## config.mk

```make
export PLATFORM = sky130hd
export DESIGN_NAME = pp_stream_feeder_flat
export DESIGN_NICKNAME = d
export VERILOG_FILES = /design/src/rtl/pp_stream_feeder_pkg.sv /design/src/rtl/pp_stream_feeder_if.sv /design/src/rtl/pp_stream_feeder_column_mux.sv /design/src/rtl/pp_stream_feeder.sv /design/src/flat_wrapper.sv
export SDC_FILE = /design/constraint.sdc
export NUM_CORES = 1
export LEC_CHECK = 0
export CORE_ASPECT_RATIO = 0.5
export CORE_MARGIN = 2
export CORE_UTILIZATION = 60
export DETAILED_ROUTE_END_ITERATION = 7
export DONT_BUFFER_PORTS = 1
export PLACE_DENSITY = 0.76
export SETUP_SLACK_MARGIN = 0.02
export SLEW_MARGIN = 20
export SYNTH_ARGS = -nofsm -noshare
export SYNTH_HDL_FRONTEND = slang
export SYNTH_SLANG_ARGS = --single-unit
```

## constraint.sdc

```tcl
create_clock -name clk -period 4.4 [get_ports clk]
set_input_delay 1.1 -clock clk [delete_from_list [all_inputs] [get_ports clk]]
set_output_delay 1.1 -clock clk [all_outputs]
set_load 0.02 [all_outputs]
```

## src/rtl/pp_stream_feeder_pkg.sv

```systemverilog
// rtl/pp_stream_feeder_pkg.sv - shared types, sizes and column geometry for the partial-product feeder
package pp_stream_pkg;

  localparam int N_DEF = 11;
  localparam int COLS  = 2 * N_DEF - 1;
  localparam int RES_W = 2 * N_DEF;

  typedef enum logic [2:0] {
    S_IDLE,
    S_FEED,
    S_SETTLE,
    S_CAPTURE,
    S_DONE
  } state_e;

  function automatic int col_height(input int c, input int n);
    return (c < n) ? c + 1 : 2 * n - 1 - c;
  endfunction

  // Row (a-operand bit) contributing bit j of column c; the b bit is c minus this.
  function automatic int row_index(input int c, input int j, input int n);
    return (c < n) ? j : c - n + 1 + j;
  endfunction

endpackage

```

## src/rtl/pp_stream_feeder_if.sv

```systemverilog
// rtl/pp_stream_feeder_if.sv - operand/product handshake bundle between harness and feeder
interface pp_stream_feeder_if;
  import pp_stream_pkg::*;

  logic             in_valid;
  logic             in_ready;
  logic [N_DEF-1:0] a;
  logic [N_DEF-1:0] b;
  logic             out_valid;
  logic             out_ready;
  logic [RES_W-1:0] prod;
  logic             busy;

  modport master (
    output in_valid, a, b, out_ready,
    input  in_ready, out_valid, prod, busy
  );

  modport slave (
    input  in_valid, a, b, out_ready,
    output in_ready, out_valid, prod, busy
  );

endinterface

```

## src/rtl/pp_stream_feeder_column_mux.sv

```systemverilog
// rtl/pp_stream_feeder_column_mux.sv - selects one column's partial-product bit for feed cycle k
module pp_column_mux
  import pp_stream_pkg::*;
#(
  parameter int N  = N_DEF,
  parameter int C  = 0,
  parameter int KW = $clog2(N)
) (
  input  logic [N-1:0]  a,
  input  logic [N-1:0]  b,
  input  logic [KW-1:0] k,
  input  logic          feed_en,
  output logic          bit_o
);

  localparam int H   = col_height(C, N);
  // Short columns start late so that exactly their last H shifts carry data.
  localparam int OFF = N - H;

  logic unused_ops;
  assign unused_ops = ^{a, b};

  always_comb begin
    bit_o = 1'b0;
    for (int j = 0; j < H; j++) begin
      if (feed_en && (k == KW'(OFF + j))) begin
        bit_o = a[row_index(C, j, N)] & b[C - row_index(C, j, N)];
      end
    end
  end

endmodule

```

## src/rtl/pp_stream_feeder.sv

```systemverilog
// rtl/pp_stream_feeder.sv - feeds AND-array columns serially and captures the compressed product
// Optional build macro: PP_FEEDER_SELF_CHECK_EN adds a reference product, mismatch and err_cnt.
module pp_stream_feeder
  import pp_stream_pkg::*;
#(
  parameter int N      = N_DEF,
  parameter int SETTLE = 1
) (
  input  logic clk,
  input  logic rst_n,
  pp_stream_feeder_if.slave bus,
  output logic src0_,  output logic src1_,  output logic src2_,  output logic src3_,
  output logic src4_,  output logic src5_,  output logic src6_,  output logic src7_,
  output logic src8_,  output logic src9_,  output logic src10_, output logic src11_,
  output logic src12_, output logic src13_, output logic src14_, output logic src15_,
  output logic src16_, output logic src17_, output logic src18_, output logic src19_,
  output logic src20_,
  input  logic dst0,  input  logic dst1,  input  logic dst2,  input  logic dst3,
  input  logic dst4,  input  logic dst5,  input  logic dst6,  input  logic dst7,
  input  logic dst8,  input  logic dst9,  input  logic dst10, input  logic dst11,
  input  logic dst12, input  logic dst13, input  logic dst14, input  logic dst15,
  input  logic dst16, input  logic dst17, input  logic dst18, input  logic dst19,
  input  logic dst20, input  logic dst21
`ifdef PP_FEEDER_SELF_CHECK_EN
  ,
  output logic        mismatch,
  output logic [15:0] err_cnt
`endif
);

  localparam int C_W = 2 * N - 1;
  localparam int R_W = 2 * N;
  localparam int KW  = $clog2(N);
  localparam int SW  = (SETTLE > 1) ? $clog2(SETTLE) : 1;

  state_e         state_q, state_d;
  logic [KW-1:0]  k_q, k_d;
  logic [SW-1:0]  st_q, st_d;
  logic [N-1:0]   a_q, a_d, b_q, b_d;
  logic [R_W-1:0] prod_q, prod_d;
  logic           out_valid_q, out_valid_d;
  logic [C_W-1:0] src_vec;
  logic [R_W-1:0] dst_vec;
  logic           accept;
  logic           feed_en;

`ifdef PP_FEEDER_SELF_CHECK_EN
  logic [R_W-1:0] exp_q, exp_d;
  logic           mismatch_q, mismatch_d;
  logic [15:0]    err_cnt_q, err_cnt_d;
`endif

  assign bus.in_ready  = (state_q == S_IDLE) || ((state_q == S_DONE) && bus.out_ready);
  assign bus.out_valid = out_valid_q;
  assign bus.prod      = prod_q;
  assign bus.busy      = (state_q != S_IDLE);
  assign accept        = bus.in_valid && bus.in_ready;
  assign feed_en       = (state_q == S_FEED);

  always_comb begin
    state_d     = state_q;
    k_d         = k_q;
    st_d        = st_q;
    a_d         = a_q;
    b_d         = b_q;
    prod_d      = prod_q;
    out_valid_d = out_valid_q;
`ifdef PP_FEEDER_SELF_CHECK_EN
    exp_d       = exp_q;
    mismatch_d  = mismatch_q;
    err_cnt_d   = err_cnt_q;
`endif

    // accept can only fire in IDLE or in the DONE cycle that releases the product
    if (accept) begin
      a_d = bus.a;
      b_d = bus.b;
      k_d = '0;
`ifdef PP_FEEDER_SELF_CHECK_EN
      exp_d = R_W'(bus.a) * R_W'(bus.b);
`endif
    end

    unique case (state_q)
      S_IDLE: begin
        if (accept) state_d = S_FEED;
      end
      S_FEED: begin
        if (k_q == KW'(N - 1)) begin
          st_d    = '0;
          state_d = S_SETTLE;
        end else begin
          k_d = k_q + 1'b1;
        end
      end
      S_SETTLE: begin
        if (st_q == SW'(SETTLE - 1)) state_d = S_CAPTURE;
        else                          st_d    = st_q + 1'b1;
      end
      S_CAPTURE: begin
        prod_d      = dst_vec;
        out_valid_d = 1'b1;
        state_d     = S_DONE;
`ifdef PP_FEEDER_SELF_CHECK_EN
        if (dst_vec != exp_q) begin
          mismatch_d = 1'b1;
          if (err_cnt_q != 16'hFFFF) err_cnt_d = err_cnt_q + 16'd1;
        end
`endif
      end
      S_DONE: begin
        if (bus.out_ready) begin
          out_valid_d = 1'b0;
          state_d     = accept ? S_FEED : S_IDLE;
        end
      end
      default: state_d = S_IDLE;
    endcase
  end

  always_ff @(posedge clk or negedge rst_n) begin
    if (!rst_n) begin
      state_q     <= S_IDLE;
      k_q         <= '0;
      st_q        <= '0;
      a_q         <= '0;
      b_q         <= '0;
      prod_q      <= '0;
      out_valid_q <= 1'b0;
`ifdef PP_FEEDER_SELF_CHECK_EN
      exp_q       <= '0;
      mismatch_q  <= 1'b0;
      err_cnt_q   <= '0;
`endif
    end else begin
      state_q     <= state_d;
      k_q         <= k_d;
      st_q        <= st_d;
      a_q         <= a_d;
      b_q         <= b_d;
      prod_q      <= prod_d;
      out_valid_q <= out_valid_d;
`ifdef PP_FEEDER_SELF_CHECK_EN
      exp_q       <= exp_d;
      mismatch_q  <= mismatch_d;
      err_cnt_q   <= err_cnt_d;
`endif
    end
  end

`ifdef PP_FEEDER_SELF_CHECK_EN
  assign mismatch = mismatch_q;
  assign err_cnt  = err_cnt_q;
`endif

  for (genvar c = 0; c < C_W; c++) begin : g_col
    pp_column_mux #(.N(N), .C(c), .KW(KW)) u_mux (
      .a       (a_q),
      .b       (b_q),
      .k       (k_q),
      .feed_en (feed_en),
      .bit_o   (src_vec[c])
    );
  end

  assign src0_  = src_vec[0];
  assign src1_  = src_vec[1];
  assign src2_  = src_vec[2];
  assign src3_  = src_vec[3];
  assign src4_  = src_vec[4];
  assign src5_  = src_vec[5];
  assign src6_  = src_vec[6];
  assign src7_  = src_vec[7];
  assign src8_  = src_vec[8];
  assign src9_  = src_vec[9];
  assign src10_ = src_vec[10];
  assign src11_ = src_vec[11];
  assign src12_ = src_vec[12];
  assign src13_ = src_vec[13];
  assign src14_ = src_vec[14];
  assign src15_ = src_vec[15];
  assign src16_ = src_vec[16];
  assign src17_ = src_vec[17];
  assign src18_ = src_vec[18];
  assign src19_ = src_vec[19];
  assign src20_ = src_vec[20];

  assign dst_vec = {dst21, dst20, dst19, dst18, dst17, dst16, dst15, dst14, dst13, dst12, dst11,
                    dst10, dst9, dst8, dst7, dst6, dst5, dst4, dst3, dst2, dst1, dst0};

endmodule

```

## src/flat_wrapper.sv

```systemverilog
// flat-port wrapper written by rule: the top's interface ports become plain ports
module pp_stream_feeder_flat import pp_stream_pkg::*;
#(
  parameter int N      = N_DEF,
  parameter int SETTLE = 1
)
  (clk, rst_n, src0_, src1_, src2_, src3_, src4_, src5_, src6_, src7_, src8_, src9_, src10_, src11_, src12_, src13_, src14_, src15_, src16_, src17_, src18_, src19_, src20_, dst0, dst1, dst2, dst3, dst4, dst5, dst6, dst7, dst8, dst9, dst10, dst11, dst12, dst13, dst14, dst15, dst16, dst17, dst18, dst19, dst20, dst21, bus_in_valid, bus_a, bus_b, bus_out_ready, bus_in_ready, bus_out_valid, bus_prod, bus_busy);
  pp_stream_feeder_if bus_i ();
  input  logic clk;
  input  logic rst_n;
  output logic src0_;
  output logic src1_;
  output logic src2_;
  output logic src3_;
  output logic src4_;
  output logic src5_;
  output logic src6_;
  output logic src7_;
  output logic src8_;
  output logic src9_;
  output logic src10_;
  output logic src11_;
  output logic src12_;
  output logic src13_;
  output logic src14_;
  output logic src15_;
  output logic src16_;
  output logic src17_;
  output logic src18_;
  output logic src19_;
  output logic src20_;
  input  logic dst0;
  input  logic dst1;
  input  logic dst2;
  input  logic dst3;
  input  logic dst4;
  input  logic dst5;
  input  logic dst6;
  input  logic dst7;
  input  logic dst8;
  input  logic dst9;
  input  logic dst10;
  input  logic dst11;
  input  logic dst12;
  input  logic dst13;
  input  logic dst14;
  input  logic dst15;
  input  logic dst16;
  input  logic dst17;
  input  logic dst18;
  input  logic dst19;
  input  logic dst20;
  input  logic dst21;
  input wire logic [$bits(bus_i.in_valid)-1:0] bus_in_valid;
  input wire logic [$bits(bus_i.a)-1:0] bus_a;
  input wire logic [$bits(bus_i.b)-1:0] bus_b;
  input wire logic [$bits(bus_i.out_ready)-1:0] bus_out_ready;
  output wire logic [$bits(bus_i.in_ready)-1:0] bus_in_ready;
  output wire logic [$bits(bus_i.out_valid)-1:0] bus_out_valid;
  output wire logic [$bits(bus_i.prod)-1:0] bus_prod;
  output wire logic [$bits(bus_i.busy)-1:0] bus_busy;
  assign bus_i.in_valid = bus_in_valid;
  assign bus_i.a = bus_a;
  assign bus_i.b = bus_b;
  assign bus_i.out_ready = bus_out_ready;
  assign bus_in_ready = bus_i.in_ready;
  assign bus_out_valid = bus_i.out_valid;
  assign bus_prod = bus_i.prod;
  assign bus_busy = bus_i.busy;
  pp_stream_feeder #(.N(N), .SETTLE(SETTLE)) u_core (.clk(clk), .rst_n(rst_n), .bus(bus_i), .src0_(src0_), .src1_(src1_), .src2_(src2_), .src3_(src3_), .src4_(src4_), .src5_(src5_), .src6_(src6_), .src7_(src7_), .src8_(src8_), .src9_(src9_), .src10_(src10_), .src11_(src11_), .src12_(src12_), .src13_(src13_), .src14_(src14_), .src15_(src15_), .src16_(src16_), .src17_(src17_), .src18_(src18_), .src19_(src19_), .src20_(src20_), .dst0(dst0), .dst1(dst1), .dst2(dst2), .dst3(dst3), .dst4(dst4), .dst5(dst5), .dst6(dst6), .dst7(dst7), .dst8(dst8), .dst9(dst9), .dst10(dst10), .dst11(dst11), .dst12(dst12), .dst13(dst13), .dst14(dst14), .dst15(dst15), .dst16(dst16), .dst17(dst17), .dst18(dst18), .dst19(dst19), .dst20(dst20), .dst21(dst21));
endmodule
```

Yosys cells after proc, flatten, opt, wreduce, memory -nomap -nowiden
Index checks and enable logic that the tools add are counted.
{"block": "op_classes", "n_eq_ne": 18, "bitwise": 121, "n_reduce_logical": 22, "n_addsub": 2, "n_mux": 135}
{"op": "1-bit 2-to-1 mux", "n": 125}
{"op": "1-bit AND", "n": 121}
{"op": "4-bit by 3-bit == test with 1-bit output, second input constant", "n": 4}
{"op": "3-bit case mux with 5 select lines", "n": 1}
{"op": "1-bit logical AND", "n": 13}
{"op": "4-bit == test, second input constant", "n": 3}
{"op": "3-bit 2-to-1 mux", "n": 4}
{"op": "4-bit 2-to-1 mux", "n": 3}
{"op": "4-bit by 2-bit == test with 1-bit output, second input constant", "n": 2}
{"op": "3-bit by 2-bit == test with 1-bit output, second input constant", "n": 2}
{"op": "4-bit by 1-bit adder with 4-bit output, second input constant", "n": 1}
{"op": "4-bit by 1-bit == test with 1-bit output, second input constant", "n": 1}
{"op": "4-bit logical NOT", "n": 1}
{"op": "2-bit by 1-bit inequality test with 1-bit output, second input constant", "n": 2}
{"op": "2-bit inequality test, second input constant", "n": 2}
{"op": "1-bit case mux with 2 select lines", "n": 2}
{"op": "2-bit AND reduction", "n": 2}
{"op": "4-bit AND reduction", "n": 1}
{"op": "2-bit nonzero test", "n": 2}
{"op": "3-bit by 1-bit == test with 1-bit output, second input constant", "n": 1}
{"op": "3-bit == test, second input constant", "n": 1}
{"op": "3-bit logical NOT", "n": 1}
{"op": "3-bit nonzero test", "n": 1}
{"op": "1-bit adder, second input constant", "n": 1}
{"op": "1-bit logical OR", "n": 1}
{"block": "word_totals", "register_bits": 53, "elab_cells": 305, "out_inout_bits": 46, "inputBits": 48}

Longest topological paths before layout
{"block": "logic_depth", "word_depth": 13, "depth_mapped": 9}

Hierarchy
A second synthesis with hierarchy kept.
{"block": "unflattened", "cells_unflattened": 395, "hier_area_um2": 3900.0}
{"mod": "pp_stream_feeder", "instances": 1, "seq_area_each_um2": 1301.2, "cells_per_inst": 142, "area_per_inst_um2": 2200.9}
{"mod": "pp_column_mux (u_core.g_col[11].u_mux ...)", "instances": 2, "seq_area_each_um2": 0.0, "cells_per_inst": 19, "area_per_inst_um2": 131.4}
{"mod": "pp_column_mux (u_core.g_col[12].u_mux ...)", "instances": 2, "seq_area_each_um2": 0.0, "cells_per_inst": 16, "area_per_inst_um2": 110.1}
{"mod": "pp_column_mux (u_core.g_col[13].u_mux ...)", "instances": 2, "seq_area_each_um2": 0.0, "cells_per_inst": 17, "area_per_inst_um2": 101.3}
{"mod": "pp_column_mux (u_core.g_col[14].u_mux ...)", "instances": 2, "seq_area_each_um2": 0.0, "cells_per_inst": 16, "area_per_inst_um2": 101.3}
{"mod": "pp_column_mux (u_core.g_col[10].u_mux)", "instances": 1, "seq_area_each_um2": 0.0, "cells_per_inst": 31, "area_per_inst_um2": 175.2}
{"mod": "pp_column_mux (u_core.g_col[15].u_mux ...)", "instances": 2, "seq_area_each_um2": 0.0, "cells_per_inst": 11, "area_per_inst_um2": 75.1}
{"mod": "pp_column_mux (u_core.g_col[16].u_mux ...)", "instances": 2, "seq_area_each_um2": 0.0, "cells_per_inst": 11, "area_per_inst_um2": 68.8}
{"mod": "pp_column_mux (u_core.g_col[17].u_mux ...)", "instances": 2, "seq_area_each_um2": 0.0, "cells_per_inst": 9, "area_per_inst_um2": 61.3}
{"mod": "pp_column_mux (u_core.g_col[18].u_mux ...)", "instances": 2, "seq_area_each_um2": 0.0, "cells_per_inst": 5, "area_per_inst_um2": 56.3}
{"mod": "pp_column_mux (u_core.g_col[19].u_mux ...)", "instances": 2, "seq_area_each_um2": 0.0, "cells_per_inst": 4, "area_per_inst_um2": 33.8}
{"mod": "pp_column_mux (u_core.g_col[0].u_mux ...)", "instances": 2, "seq_area_each_um2": 0.0, "cells_per_inst": 3, "area_per_inst_um2": 22.5}

Worst setup path before layout
OpenSTA, ideal clock, no wires.
{"block": "synth_path", "kind": "register to output", "startpoint": "register u_core.state_q[1]", "endpoint": "output src16_", "path_stages_with_launch": 8, "arrival_ns": 2.309, "required_ns": 3.300, "n_path_buf": 2, "setup_slack_ns": 0.991, "cell_sequence": "dfrtp_1 buf_2 or3b_1 buf_6 nor4_2 a221o_1 a21oi_1 o31ai_1"}
{"block": "synth_via", "elab_chain_cells": 7, "word_cells_on_any_way": 11, "cone_classes": "1 x eq/ne; 5 x mux; 5 x reduce/logical"}
{"element": "from (decl)", "line": "pp_stream_feeder.sv:36", "source": "state_e state_q, state_d;"}
{"element": "from (signal assigned)", "line": "pp_stream_feeder.sv:136", "source": "state_q <= state_d;"}
{"element": "3-bit by 1-bit == test with 1-bit output *", "line": "pp_stream_feeder.sv:58", "source": "assign feed_en = (state_q == S_FEED);"}
{"element": "1-bit logical AND", "line": "pp_stream_feeder_column_mux.sv:26", "source": "if (feed_en && (k == KW'(OFF + j))) begin"}
{"element": "1-bit 2-to-1 mux (4 in a row)", "line": "pp_stream_feeder_column_mux.sv:26"}
{"element": "1-bit 2-to-1 mux *", "line": "pp_stream_feeder_column_mux.sv:26"}
{"element": "to (decl)", "line": "flat_wrapper.sv:27", "source": "output logic src16_;"}
Mark *: on every way between the ends. The rest lies on a longest branch, timed or not.

Worst setup path after layout
{"block": "layout_path", "startpoint": "register u_core.state_q[0]", "endpoint": "output src7_"}
{"block": "layout_via", "elab_chain_cells": 10, "word_cells_on_any_way": 17, "cone_classes": "1 x eq/ne; 8 x mux; 8 x reduce/logical"}
{"element": "3-bit by 1-bit == test with 1-bit output *", "line": "pp_stream_feeder.sv:58"}
{"element": "1-bit logical AND", "line": "pp_stream_feeder_column_mux.sv:26"}
{"element": "1-bit 2-to-1 mux (7 in a row)", "line": "pp_stream_feeder_column_mux.sv:26"}
{"element": "1-bit 2-to-1 mux *", "line": "pp_stream_feeder_column_mux.sv:26"}
{"element": "to (decl)", "line": "flat_wrapper.sv:18", "source": "output logic src7_;"}
Marked as above.

==> flow_summary.toml <==
[timing]
fin_tns_setup_ps = 0
rsz0062_at_grt = "false"
fin_worst_skew_ps = 4.36
hold_viol = 0
slew_viol_final = 0
setup_viol = 0
relSlewSlack_pct = 31.0
hold_slack_ps = 501
max_freq_mhz = 247
period_share_pct = 91.9
worst_pin_slew_ps = 1030
min_period_ps = 4050

[synth]
seq_area_frac_synth_pct = 38.5
synth.distinct_cells = 55
synth_edf_count = 0
yosys_warnings = 0
syn_nets = 414
synth.ff_latch_count = 52
synth_area_um2 = 3380
async_reset_ff_share_pct = 100
synth.avg_cell_area_um2 = 9.34
ys.flop_type = "dfrtp_1"
synth_area_leaders = "dfrtp_1 (38%), mux2_2 (15%), a21oi_1 (6.8%), clkbuf_1 (3.4%), nand3_1 (3.3%)"
syn_inst = 362
yosysTopAreaCellShare_pct = 38.5
yosysTopAreaCell = "dfrtp_1"

[critical_path]
endpoint_kind = "output pin"
critPathLaunchType = "register"
arrival_ps = 2950
critPathKind = "reg2out"
crit_fanout = 10
r2r_start = "u_core.state_q[1]$_DFFE_PN0P_"
crit_required_ps = 3300
startpoint = "u_core.state_q[0]$_DFFE_PN0P_"

[cells_and_area]
fill_cells = 466
finalInstanceArea_um2 = 3520
final_cell_mix = "dfrtp_1 (52), a21oi_1 (46), mux2_2 (44), nand2_1 (23), nand3_1 (22)"
drive_above_1_share_pct = 19.3
diodes = 0
area_delta_synth_final_pct = 4.07
final_common_cell = "dfrtp_1"
fin_nets = 387

[global_routing]
grt_pass1_vias = 2748
grt_max_degree = 53
antenna_found_initial = 0
overflow = 0
grt_pass1_wl_mm = 14.2
track_usage_pct = 29.1

[clocking]
cts_setup_buffers = 0
cts_max_level = 2
clk_pin_slew_ps = 70
cts.sinks = 52
insertion_delay_ps = 290
cts_tree = "yes"
clk_path_buf_depth = 2
cts-root-buf = "clkbuf_16"
cts_resized = 0
cts-hold-fix-buffers = 0
numCtsBuffers = 5

[detailed_routing]
drt_iter0_drc = 395
viasPerCell = 7.31
drc = 0
dr.pass1.iters = 5
wire_per_inst_um = 22.1
num_vias = 2991
totalWireLength_mm = 9.02
drtAntennaViolNets = 0

[floorplanning]
core_um2 = 5470
io_pins = 94
fp-row-count = 19
die_width_um = 110
dieHeight_um = 57.1
initial_core_util_pct = 61.8
die_area_um2 = 6290

[place]
gp_congestion = 0.992
io_buffers = 0
place_hpwl_mm = 6.10
dpl-instance-area_um2 = 3350

[power]
max-vdd-ir-drop_mv = 0.398
leakagePower_nw = 1.43
power-per-cell-area_nw_per_um2 = 758

[flow_run]
drv_cap = 0

[hold_path]
hold_class = "in2async"

[run_status]
status = "finished, final reports clean"
metrics by stage:
stage          std cells  setup slack, ps  power (mW)  utilization [%]
3_5_place_dp         401              745        2.18             61.3
5_1_grt              409              209        2.81             64.3
6_report             409              355        2.67             64.3
2_1_floorplan        362              991        1.94                -
3_3_place_gp         401              823        2.13             61.3
4_1_cts              409              415        2.64             64.3
layout make-up:
cell class,count,area [um2],share of cell area [%]
Multi-Input combinational cell,265,1890,53.7
Sequential cell,52,1300,37.0
Clock buffer,6,129,3.66
Tap cell,73,91.3,2.60
Timing Repair Buffer,7,52.6,1.49
Clock inverter,2,38.8,1.10
Inverter,4,15.0,0.427
path summary, 6_finish.rpt:
path	end	slack, ps	cells past startpoint
worst min register to register	u_core.bus.out_valid$_DFFE_PN0P_	610	1
min in group clk	u_core.bus.out_valid$_DFFE_PN0P_	610	1
worst max register to register	u_core.b_q[0]$_DFFE_PN0P_	2010	4
max in group asynchronous	u_core.a_q[3]$_DFFE_PN0P_	3800	0
worst min-delay path	u_core.b_q[10]$_DFFE_PN0P_	500	0
worst max-delay path	src7_	350	6
sequential cells by signal, summed over array words and instances (netlist names):
register / flops
u_core.state_q: 3
u_core.bus.out_valid: 1
u_core.bus.prod: 22
u_core.b_q: 11
u_core.k_q: 4
u_core.a_q: 11
Yosys cell counts (5+ instances only):
master	count
a21oi_1	46
a22oi_1	6
a31oi_1	7
a32oi_1	8
and3_1	9
buf_2	7
clkbuf_1	31
dfrtp_1	52
mux2_2	44
nand2_1	23
nand3_1	22
nand4_1	8
nor2_1	9
nor2b_1	5
o21ai_0	9
o31ai_1	6
per-layer routing:
metal | up-vias | wire length, um | track usage [%]
met3 | 24 | 1480 | 13.6
met5 | - | 0 | 0
met2 | 251 | 3860 | 44.2
li1 | 1310 | - | -
met1 | 1406 | 3530 | 38.9
met4 | 0 | 148 | 5.36
critical path, stage by stage (launching register included):
cell	delay, ps
dfrtp_1	490
or3b_1	580
nor4_2	760
a32oi_1	110
a21oi_1	190
nor2_1	60
a21oi_1	460
where the power goes:
part           internal, mW  leakage [nW]  switching (mW)
Combinational         0.411         0.728           0.497
Sequential            0.710         0.616           0.605
Clock                 0.271        0.0815           0.172
Total                  1.39          1.43            1.27
kinds of logic (layout without fill, tap and decap cells):
group / Yosys count / count (layout) / synth area share [%]
DFF: 52 / 52 / 38.5
muxes: 44 / 44 / 14.7
adders and majority gates: 4 / 4 / 1.48
xor gates and xnor gates: 1 / 1 / 0.259
and+or+nand+nor: 105 / 105 / 17.8
AOI/OAI and AO/OA: 111 / 111 / 21.7
buffers and inverters: 45 / 19 / 5.59
No activity file was read; power rests on OpenSTA's default activity.
